**config.mk**
```make
export PLATFORM = sky130hd
export DESIGN_NAME = incr_step_ctrl
export DESIGN_NICKNAME = d
export VERILOG_FILES = /design/src/rtl/incr_step_ctrl_pkg.sv /design/src/rtl/incr_step_ctrl_btn_sync_debounce.sv /design/src/rtl/incr_step_ctrl.sv
export SDC_FILE = /design/constraint.sdc
export NUM_CORES = 1
export LEC_CHECK = 0
export ABC_AREA = 0
export CAP_MARGIN = 10
export CORE_ASPECT_RATIO = 0.75
export CORE_MARGIN = 2
export CORE_UTILIZATION = 60
export CTS_CLUSTER_SIZE = 16
export DETAILED_ROUTE_END_ITERATION = 10
export DONT_BUFFER_PORTS = 1
export PLACE_DENSITY = 0.76
export SYNTH_ARGS = -nofsm -noshare
export SYNTH_HDL_FRONTEND = slang
export SYNTH_SLANG_ARGS = --single-unit
```
**constraint.sdc**
```tcl
create_clock -name clk -period 4.7 [get_ports clk]
set_clock_uncertainty 0.05 [all_clocks]
set_input_delay 0.94 -clock clk [delete_from_list [all_inputs] [get_ports clk]]
set_output_delay 0.94 -clock clk [all_outputs]
set_load 0.005 [all_outputs]
```
**src/rtl/incr_step_ctrl_pkg.sv**
```systemverilog
// Shared types and defaults for the incrementer step controller.
// Defaults assume a 27 MHz board clock.
package incr_pkg;

    localparam int INCR_WIDTH = 4;
    localparam int CLK_HZ     = 27000000;

    // 10 ms debounce window, 0.5 s auto-repeat period
    localparam int DEBOUNCE_CYCLES_DFLT = CLK_HZ / 100;
    localparam int REPEAT_CYCLES_DFLT   = CLK_HZ / 2;

    typedef enum logic [1:0] {
        IDLE         = 2'd0,
        PRESS_WAIT   = 2'd1,
        HELD         = 2'd2,
        RELEASE_WAIT = 2'd3
    } btn_state_e;

endpackage

```
**src/rtl/incr_step_ctrl_btn_sync_debounce.sv**
```systemverilog
// Button front end: two-flop synchroniser, debounce FSM and one-cycle step strobe.
// Auto-repeat while held is built only when INCR_STEP_CTRL_AUTO_REPEAT_EN is defined.
module btn_sync_debounce
    import incr_pkg::*;
#(
    parameter int DEBOUNCE_CYCLES = DEBOUNCE_CYCLES_DFLT,
    parameter bit BTN_ACTIVE_LOW  = 1'b1,
    parameter int REPEAT_CYCLES   = REPEAT_CYCLES_DFLT
) (
    input  logic clk,
    input  logic rst_n,
    input  logic btn_raw_i,
    output logic step_o
);

    // IDLE: released | PRESS_WAIT: debouncing press | HELD: pressed | RELEASE_WAIT: debouncing release
    localparam int             CW       = $clog2(DEBOUNCE_CYCLES);
    localparam logic [CW-1:0]  CNT_LAST = CW'(DEBOUNCE_CYCLES - 1);
    localparam logic           REL_LVL  = BTN_ACTIVE_LOW;

    if (DEBOUNCE_CYCLES < 2 || REPEAT_CYCLES < 2) begin : g_bad_param
        $error("btn_sync_debounce: DEBOUNCE_CYCLES and REPEAT_CYCLES must be >= 2");
    end

    logic          sync1_q, sync2_q;
    logic          pressed;
    btn_state_e    state_q, state_d;
    logic [CW-1:0] cnt_q, cnt_d;
    logic          fsm_step;

    always_ff @(posedge clk or negedge rst_n) begin
        if (!rst_n) begin
            sync1_q <= REL_LVL;
            sync2_q <= REL_LVL;
            state_q <= IDLE;
            cnt_q   <= '0;
        end else begin
            sync1_q <= btn_raw_i;
            sync2_q <= sync1_q;
            state_q <= state_d;
            cnt_q   <= cnt_d;
        end
    end

    assign pressed = sync2_q ^ REL_LVL;

    always_comb begin
        state_d  = state_q;
        cnt_d    = cnt_q;
        fsm_step = 1'b0;
        case (state_q)
            IDLE: begin
                if (pressed) begin
                    cnt_d   = '0;
                    state_d = PRESS_WAIT;
                end
            end
            PRESS_WAIT: begin
                if (!pressed) begin
                    cnt_d   = '0;
                    state_d = IDLE;
                end else if (cnt_q == CNT_LAST) begin
                    cnt_d    = '0;
                    state_d  = HELD;
                    fsm_step = 1'b1;
                end else begin
                    cnt_d = cnt_q + 1'b1;
                end
            end
            HELD: begin
                if (!pressed) begin
                    cnt_d   = '0;
                    state_d = RELEASE_WAIT;
                end
            end
            RELEASE_WAIT: begin
                if (pressed) begin
                    cnt_d   = '0;
                    state_d = HELD;
                end else if (cnt_q == CNT_LAST) begin
                    cnt_d   = '0;
                    state_d = IDLE;
                end else begin
                    cnt_d = cnt_q + 1'b1;
                end
            end
            default: begin
                cnt_d   = '0;
                state_d = IDLE;
            end
        endcase
    end

`ifdef INCR_STEP_CTRL_AUTO_REPEAT_EN
    localparam int              RCW      = $clog2(REPEAT_CYCLES);
    localparam logic [RCW-1:0]  REP_LAST = RCW'(REPEAT_CYCLES - 1);

    logic [RCW-1:0] rep_q, rep_d;
    logic           rep_fire;

    // Held cycles are counted only while HELD still sees the button down.
    always_comb begin
        rep_d    = '0;
        rep_fire = 1'b0;
        if (state_q == HELD && pressed) begin
            if (rep_q == REP_LAST) begin
                rep_fire = 1'b1;
            end else begin
                rep_d = rep_q + 1'b1;
            end
        end
    end

    always_ff @(posedge clk or negedge rst_n) begin
        if (!rst_n) begin
            rep_q <= '0;
        end else begin
            rep_q <= rep_d;
        end
    end

    assign step_o = fsm_step | rep_fire;
`else
    assign step_o = fsm_step;
`endif

endmodule

```
**src/rtl/incr_step_ctrl.sv**
```systemverilog
// Step controller around the 4-bit incrementer: debounced button, accumulator, sticky overflow.
// Optional auto-repeat while held: define INCR_STEP_CTRL_AUTO_REPEAT_EN.
module incr_step_ctrl
    import incr_pkg::*;
#(
    parameter int WIDTH           = INCR_WIDTH,
    parameter int DEBOUNCE_CYCLES = DEBOUNCE_CYCLES_DFLT,
    parameter bit BTN_ACTIVE_LOW  = 1'b1,
    parameter int REPEAT_CYCLES   = REPEAT_CYCLES_DFLT
) (
    input  logic             clk,
    input  logic             rst_n,
    input  logic             btn_raw,
    input  logic             clr,
    input  logic [WIDTH-1:0] inc_sum,
    input  logic             inc_cout,
    output logic [WIDTH-1:0] q,
    output logic             step,
    output logic             ovf,
    output logic [WIDTH-1:0] led_n
);

    logic [WIDTH-1:0] q_q, q_d;
    logic             ovf_q, ovf_d;

    btn_sync_debounce #(
        .DEBOUNCE_CYCLES (DEBOUNCE_CYCLES),
        .BTN_ACTIVE_LOW  (BTN_ACTIVE_LOW),
        .REPEAT_CYCLES   (REPEAT_CYCLES)
    ) u_btn (
        .clk       (clk),
        .rst_n     (rst_n),
        .btn_raw_i (btn_raw),
        .step_o    (step)
    );

    // clr wins over a coincident step; the strobe itself is untouched.
    always_comb begin
        q_d   = q_q;
        ovf_d = ovf_q;
        if (clr) begin
            q_d   = '0;
            ovf_d = 1'b0;
        end else if (step) begin
            q_d = inc_sum;
            if (inc_cout) begin
                ovf_d = 1'b1;
            end
        end
    end

    always_ff @(posedge clk or negedge rst_n) begin
        if (!rst_n) begin
            q_q   <= '0;
            ovf_q <= 1'b0;
        end else begin
            q_q   <= q_d;
            ovf_q <= ovf_d;
        end
    end

    assign q     = q_q;
    assign ovf   = ovf_q;
    assign led_n = ~q_q;

endmodule

```
==> impl_results.html <==
<table>
<tr><th>Metric</th><th>Value</th></tr>
<tr><th colspan="2">GRT</th></tr>
<tr><td>Total track usage</td><td>0.232</td></tr>
<tr><td>First-pass GRT wire length</td><td>around 5600 µm</td></tr>
<tr><td>Largest net degree at the start of global routing</td><td>29</td></tr>
<tr><td>Gr ovfl total</td><td>0</td></tr>
<tr><td>Vias in the first global route</td><td>1,210</td></tr>
<tr><td>Number of antenna violations at the first check in global routing</td><td>0</td></tr>
<tr><th colspan="2">Setup path</th></tr>
<tr><td>Cells along the critical path</td><td>nor4b_1 -&gt; nand4_1 -&gt; nor4_1</td></tr>
<tr><td>First element of the critical path</td><td>u_btn.cnt_q[4]</td></tr>
<tr><td>Endpoint of the worst register-to-register path</td><td>u_btn.cnt_q[9]</td></tr>
<tr><td>Type of element launching the critical path</td><td>register</td></tr>
<tr><td>WP buf/inv</td><td>0</td></tr>
<tr><td>Arrival time at the worst endpoint</td><td>between 1500 and 2000 ps</td></tr>
<tr><td>Crit Path Max Fanout</td><td>7</td></tr>
<tr><td>Critical path capture point type</td><td>output port</td></tr>
<tr><td>Cell depth of the worst flop-to-flop path</td><td>6</td></tr>
<tr><td>FF-to-FF Start</td><td>u_btn.cnt_q[0]</td></tr>
<tr><td>CP top delay family</td><td>simple AND/OR/NAND/NOR gates</td></tr>
<tr><td>Cell at the slowest stage of the critical path</td><td>sky130_fd_sc_hd__dfrtp_1</td></tr>
<tr><td>Register-to-register setup slack</td><td>between 2000 and 3000 ps</td></tr>
<tr><td>Critical path depth</td><td>3</td></tr>
<tr><td>Destination of the critical timing path</td><td>step</td></tr>
<tr><td>Worst path required time</td><td>3710 ps</td></tr>
<tr><td>Worst Path Class, Setup</td><td>reg -&gt; out</td></tr>
<tr><td>Largest stage delay on the critical path</td><td>~490 ps</td></tr>
<tr><th colspan="2">STA</th></tr>
<tr><td>Unrepaired setup endpoints after global routing</td><td>no</td></tr>
<tr><td>Number of pins with negative max-slew slack in the final report</td><td>0</td></tr>
<tr><td>Setup TNS Final</td><td>0 ps</td></tr>
<tr><td>Fraction of the cycle the final worst path needs</td><td>0.568</td></tr>
<tr><td>Number of endpoints with negative hold slack in the final report</td><td>0</td></tr>
<tr><td>Final Critical Period</td><td>about 2700 ps</td></tr>
<tr><td>Achievable clock frequency</td><td>375 MHz</td></tr>
<tr><td>Pin slew with the least headroom to its limit</td><td>roughly 720 ps</td></tr>
<tr><td>Final Worst Setup Slack</td><td>~2000 ps</td></tr>
<tr><td>Endpoints failing setup</td><td>0</td></tr>
<tr><td>Relative slew slack</td><td>0.522</td></tr>
<tr><td>Hold Slack</td><td>210 ps</td></tr>
<tr><th colspan="2">Pwr</th></tr>
<tr><td>Power per standard cell area</td><td>a little under 400 nW/µm²</td></tr>
<tr><td>Max VDD drop</td><td>a little under 300 µV</td></tr>
<tr><td>Static power due to leakage</td><td>slightly below 0.7 nW</td></tr>
<tr><th colspan="2">Hold path</th></tr>
<tr><td>Class of the tightest hold or removal check</td><td>in -&gt; async</td></tr>
<tr><th colspan="2">Drt</th></tr>
<tr><td>DR vias</td><td>around 1,200</td></tr>
<tr><td>Uppermost signal routing layer after detailed routing</td><td>met3</td></tr>
<tr><td>Remaining antenna violation count</td><td>0</td></tr>
<tr><td>Via-per-instance ratio</td><td>~6.3</td></tr>
<tr><td>Routed wire length</td><td>about 3200 µm</td></tr>
<tr><td>Iteration count of the initial detailed-routing pass</td><td>4</td></tr>
<tr><td>Detail-routed net length per standard cell</td><td>around 17 µm</td></tr>
<tr><td>Met1 routed wirelength after detailed routing</td><td>about 1500 µm</td></tr>
<tr><td>Residual DRC</td><td>0</td></tr>
<tr><td>Met2 Routed Length</td><td>~1600 µm</td></tr>
<tr><td>Routed wire length on met3</td><td>205 µm</td></tr>
<tr><td>Initial DRC count</td><td>between 60 and 70</td></tr>
<tr><th colspan="2">Place</th></tr>
<tr><td>Port bufs</td><td>0</td></tr>
<tr><td>Placed Area</td><td>1590 µm²</td></tr>
<tr><td>Placer congestion estimate</td><td>around 0.82</td></tr>
<tr><td>Detailed Place HPWL</td><td>~2300 µm</td></tr>
<tr><td>Worst setup slack after placement</td><td>2410 ps</td></tr>
<tr><th colspan="2">Synth</th></tr>
<tr><td>Cell area after technology mapping</td><td>roughly 1600 µm²</td></tr>
<tr><td>Cell type with the highest aggregate area in the netlist</td><td>sky130_fd_sc_hd__dfrtp_1</td></tr>
<tr><td>Yosys warns</td><td>0</td></tr>
<tr><td>Syn Nets</td><td>172</td></tr>
<tr><td>Syn Area/Cell</td><td>between 9 and 10 µm²</td></tr>
<tr><td>Flop and latch count out of synthesis</td><td>28</td></tr>
<tr><td>Yosys top cell area share</td><td>0.410</td></tr>
<tr><td>Unique masters post-synth</td><td>44</td></tr>
<tr><td>Share of synthesized area occupied by flip-flops and latches</td><td>0.444</td></tr>
<tr><td>Mapped Cells</td><td>around 160</td></tr>
<tr><td>Leading post-synthesis cells by cell area</td><td>sky130_fd_sc_hd__dfrtp_1 41%, sky130_fd_sc_hd__mux2i_1 5.1%, sky130_fd_sc_hd__a21oi_1 4.4%</td></tr>
<tr><th colspan="2">Floorplan</th></tr>
<tr><td>Die Span Y</td><td>slightly below 50 µm</td></tr>
<tr><td>Total Die Area</td><td>3070 µm²</td></tr>
<tr><td>Initial standard-cell utilization of the core</td><td>0.619</td></tr>
<tr><td>Row count</td><td>16</td></tr>
<tr><td>Core area</td><td>between 2000 and 3000 µm²</td></tr>
<tr><td>Number of top-level pins</td><td>19</td></tr>
<tr><td>Die Wd</td><td>approximately 63 µm</td></tr>
<tr><th colspan="2">Clocking</th></tr>
<tr><td>Deepest clock path buffer count</td><td>2</td></tr>
<tr><td>Number of gates resized after CTS</td><td>0</td></tr>
<tr><td>CTS sink cnt</td><td>28</td></tr>
<tr><td>Hold buffer count at CTS</td><td>0</td></tr>
<tr><td>Clock transition at the register clock pins on the worst setup and hold paths after CTS</td><td>between 150 and 200 ps</td></tr>
<tr><td>Post-CTS setup buffer count</td><td>0</td></tr>
<tr><td>Cell chosen for the clock root</td><td>sky130_fd_sc_hd__clkbuf_4</td></tr>
<tr><td>Insertion delay to the later sink of the worst-skew pair</td><td>approximately 340 ps</td></tr>
<tr><td>Number of CTS-inserted buffers</td><td>3</td></tr>
<tr><td>CTS tree</td><td>yes</td></tr>
<tr><td>Maximum level of the CTS H-tree</td><td>1</td></tr>
<tr><th colspan="2">Final layout</th></tr>
<tr><td>Share of cells above drive strength 1</td><td>0.163</td></tr>
<tr><td>Leading cell type in the layout, fill and taps excluded</td><td>sky130_fd_sc_hd__dfrtp_1</td></tr>
<tr><td>Final-layout fill cell count</td><td>approximately 240</td></tr>
<tr><td>Growth of design area from synthesis to finish</td><td>3.55%</td></tr>
<tr><td>Net total in the final layout</td><td>~170</td></tr>
<tr><td>Post-layout util</td><td>0.641</td></tr>
<tr><td>Most frequent cells in the layout</td><td>26 x sky130_fd_sc_hd__dfrtp_1, 14 x sky130_fd_sc_hd__a21oi_1, 12 x sky130_fd_sc_hd__nand3_1, 12 x sky130_fd_sc_hd__nand2_1, 10 x sky130_fd_sc_hd__nor2_1</td></tr>
<tr><td>Antenna cells</td><td>0</td></tr>
<tr><td>Final standard cell area without fillers</td><td>1640 µm²</td></tr>
<tr><th colspan="2">Outcome</th></tr>
<tr><td>Run status</td><td>finished, final reports clean</td></tr>
<tr><th colspan="2">Run</th></tr>
<tr><td>Maximum capacitance violations</td><td>0</td></tr>
</table>
-- how the worst min path moves through the flow --
stage	startpoint	to	slack, ps	cells past startpoint
2_1_floorplan	u_btn.sync1_q	u_btn.sync2_q	300	0
3_3_place_gp	u_btn.sync1_q	u_btn.sync2_q	300	0
3_5_place_dp	u_btn.sync1_q	u_btn.sync2_q	300	0
4_1_cts	rst_n	u_btn.cnt_q[17]	210	0
5_1_grt	rst_n	u_btn.cnt_q[11]	190	0
6_report	rst_n	u_btn.cnt_q[18]	210	0
-- state kept, by name, indices dropped and copies added, names as in the netlist, named ones only --
register and cells:
u_btn.cnt_q 19, u_btn.state_q 1, u_btn.sync1_q 1, u_btn.sync2_q 1, ovf 1, q 4
-- Yosys cell counts (all sizes together) --
cell type and n:
inv 10, nor3 2, ha 1, and4bb 1, o31ai 2, or2 2, or3 8, dfstp 2
o21ai 14, xor2 2, mux2i 8, nand3 14, a21oi 14, nor4b 1, and3 4, o22a 1
a22o 1, o31a 1, clkbuf 1, nor3b 1, buf 5, nand4 9, nor4 4, o21a 1
xnor2 1, and2 1, dfrtp 26, nand2 12, o311a 1, nor2 12
-- metrics by stage --
stage	total power, mW	instances
2_1_floorplan	0.454	162
4_1_cts	0.642	196
3_3_place_gp	0.469	192
3_5_place_dp	0.482	192
5_1_grt	0.677	196
6_report	0.640	196
-- where the power goes --
group / total [mW] / leakage, nW / switching, mW / internal, mW
Combinational: 0.196 / 0.272 / 0.131 / 0.0647
Sequential: 0.283 / 0.379 / 0.0236 / 0.259
Clock: 0.161 / 0.0279 / 0.0748 / 0.0863
-- per-layer routing --
metal | track usage | up-vias
li1 | - | 580
met1 | 0.309 | 605
met4 | 0.0254 | 0
met3 | 0.0442 | 0
met5 | 0 | -
met2 | 0.407 | 51
-- cell families (layout without fill, tap and decap cells) --
kind of cell,count (synthesis),after routing,share of synthesized area
AND/OR/NAND/NOR,71,71,0.292
AO/OA/AOI/OAI,35,35,0.135
flip-flops,28,28,0.444
buffers and inverters,16,14,0.0497
multiplexers,8,8,0.0505
XOR/XNOR,3,3,0.0213
adder cells (fa/ha/maj),1,1,0.00789
-- area by class of cell --
type / count / area (µm²) / share of cell area
Sequential cell: 28 / 703 / 0.428
Clock inverter: 1 / 30.0 / 0.0183
Inverter: 10 / 37.5 / 0.0229
Multi-Input combinational cell: 118 / 803 / 0.489
Tap cell: 36 / 45.0 / 0.0274
Clock buffer: 3 / 22.5 / 0.0137
Power figures use the tool's default switching activity.
==> edit, RTL diff (same flow settings) <==
`BTN_ACTIVE_LOW` is set to 1'b1 in 2 places; all go to 1'b0.
--- a/src/rtl/incr_step_ctrl_btn_sync_debounce.sv
+++ b/src/rtl/incr_step_ctrl_btn_sync_debounce.sv
@@ -4,7 +4,7 @@
     import incr_pkg::*;
 #(
     parameter int DEBOUNCE_CYCLES = DEBOUNCE_CYCLES_DFLT,
-    parameter bit BTN_ACTIVE_LOW  = 1'b1,
+    parameter bit BTN_ACTIVE_LOW  = 1'b0,
     parameter int REPEAT_CYCLES   = REPEAT_CYCLES_DFLT
 ) (
     input  logic clk,
--- a/src/rtl/incr_step_ctrl.sv
+++ b/src/rtl/incr_step_ctrl.sv
@@ -5,7 +5,7 @@
 #(
     parameter int WIDTH           = INCR_WIDTH,
     parameter int DEBOUNCE_CYCLES = DEBOUNCE_CYCLES_DFLT,
-    parameter bit BTN_ACTIVE_LOW  = 1'b1,
+    parameter bit BTN_ACTIVE_LOW  = 1'b0,
     parameter int REPEAT_CYCLES   = REPEAT_CYCLES_DFLT
 ) (
     input  logic             clk,
Function: same outputs for any inputs over 10 cycles, from zero or initial values and one cycle with rst_n low; that may be too few to reach the edited logic, so the function may still have changed.
==> edit against the unedited design <==
- routed wire length is 2.5% higher
- synthesized cell count is 1.2% higher
- global-route usage is 2.3 points higher
- sequential cell count stayed put
- final area is 7.2% lower
- worst setup slack worse by 0.27 ns
- register-to-register slack worse by 0.58 ns
- clock power is 39% lower
- total power is 13% lower
- combinational power is 8% lower
- maximum frequency is 9.3% lower
- area after synthesis is 4.8% lower
- largest cell class unchanged
- largest power group unchanged
==> edit: results (changes against the unedited design) <==
{| class="wikitable"
! Metric !! Value
|-
| Synth cell count leaders || dfrtp_1 (28), nand3_1 (17), nand2_1 (15), o21ai_0 (13), nor2_1 (12) (was dfrtp_1 (26), a21oi_1 (14), nand2_1 (12), nand3_1 (12), nor2_1 (10))
|-
| Clock-pin slew of the registers on the worst-case setup and hold paths || 0.14 ns (was 0.16 ns)
|-
| Worst VDD drop || 0.000255 V (was 0.000297 V)
|-
| Number of distinct library cell variants in the gate-level netlist after synthesis || 37 (was 44)
|-
| Via-per-instance ratio || 6.44 (was 6.31)
|-
| Master of the slowest instance on the critical path || nor4_4 (was dfrtp_1)
|-
| Routability congestion estimate || 0.892 (was 0.823)
|-
| Share of synthesized area occupied by flip-flops and latches || 0.464 (was 0.444)
|-
| Internal reg-to-reg setup slack || 2.12 ns (was 2.70 ns)
|-
| Met2 usage || 0.383 (was 0.407)
|-
| Capture point of the worst path || step (unchanged)
|-
| Worst hold slack after final layout || 0.222 ns (was 0.210 ns)
|-
| Outcome || finished, final reports clean (unchanged)
|-
| Total wire length || 3320 um (was 3240 um)
|-
| Slowest Stage Delay on Critical Path || 0.59 ns (was 0.49 ns)
|-
| Global-route total usage across every layer || 0.255 (was 0.232)
|-
| Tightest Pin Transition || 1.10 ns (was 0.716 ns)
|-
| Final layout net count || 173 (was 171)
|-
| Iteration-0 DRC Markers || 112 (was 63)
|-
| Critical Path AT || 1.95 ns (was 1.68 ns)
|-
| Wire length of the first global-routing pass || 5200 um (was 5600 um)
|-
| CP Max Fanout || 8 (was 7)
|-
| Total of fill cells in the finished design || 205 (was 238)
|-
| Detail Placement HPWL || 2390 um (was 2340 um)
|-
| Static power due to leakage || 0.614 nW (was 0.679 nW)
|}
==> edit: cell count changes after synthesis, sizes merged, moves of 3 or more <==
| cell | unedited run | this run |
|---|---|---|
| buf | 5 | 2 |
| nand2 | 12 | 15 |
| a21oi | 14 | 8 |
| nand3 | 14 | 17 |
| clkbuf | 1 | 4 |
| a21o | 0 | 3 |
==> edit: per-stage QoR <==
| step | worst slack, ns | std cells | total power [W] | util | cell area [um^2] |
|---|---|---|---|---|---|
| after global placement | 2.21 | 192 | 0.000451 | 0.639 | 1500 |
| after CTS | 1.73 | 195 | 0.000559 | 0.649 | 1520 |
| after floorplan | 2.31 | 164 | 0.000438 | - | 1510 |
| after detailed placement | 2.11 | 192 | 0.000459 | 0.639 | 1500 |
| final | 1.76 | 195 | 0.000559 | 0.649 | 1520 |
| after global routing | 1.61 | 195 | 0.000594 | 0.649 | 1520 |
==> edit: metal layers <==
metal | part of all wire | vias up
met1 | 0.44 | 601
met2 | 0.47 | 60
met5 | 0 | -
li1 | - | 585
met4 | 0.017 | 0
met3 | 0.077 | 9
==> edit: power by group <==
part | internal, W | switching (W)
combinational | 0.0000559 | 0.000124
clock | 0.0000302 | 0.0000686
sequential | 0.000260 | 0.0000207
==> edit: final cells by class <==
cell class / count / area, um^2 / share of cell area
Tap cell: 34 / 42.5 / 0.0279
Clock buffer: 3 / 22.5 / 0.0148
Multi-Input combinational cell: 119 / 716 / 0.470
Inverter: 11 / 41.3 / 0.0271
Sequential cell: 28 / 701 / 0.460
==> edit: kinds of logic after synthesis <==
logic type      synth area share
compound gates             0.121
xor+xnor                  0.0116
fa+ha+maj                0.00829
buf+inv                   0.0614
flops                      0.464
mux                       0.0473
simple gates               0.286
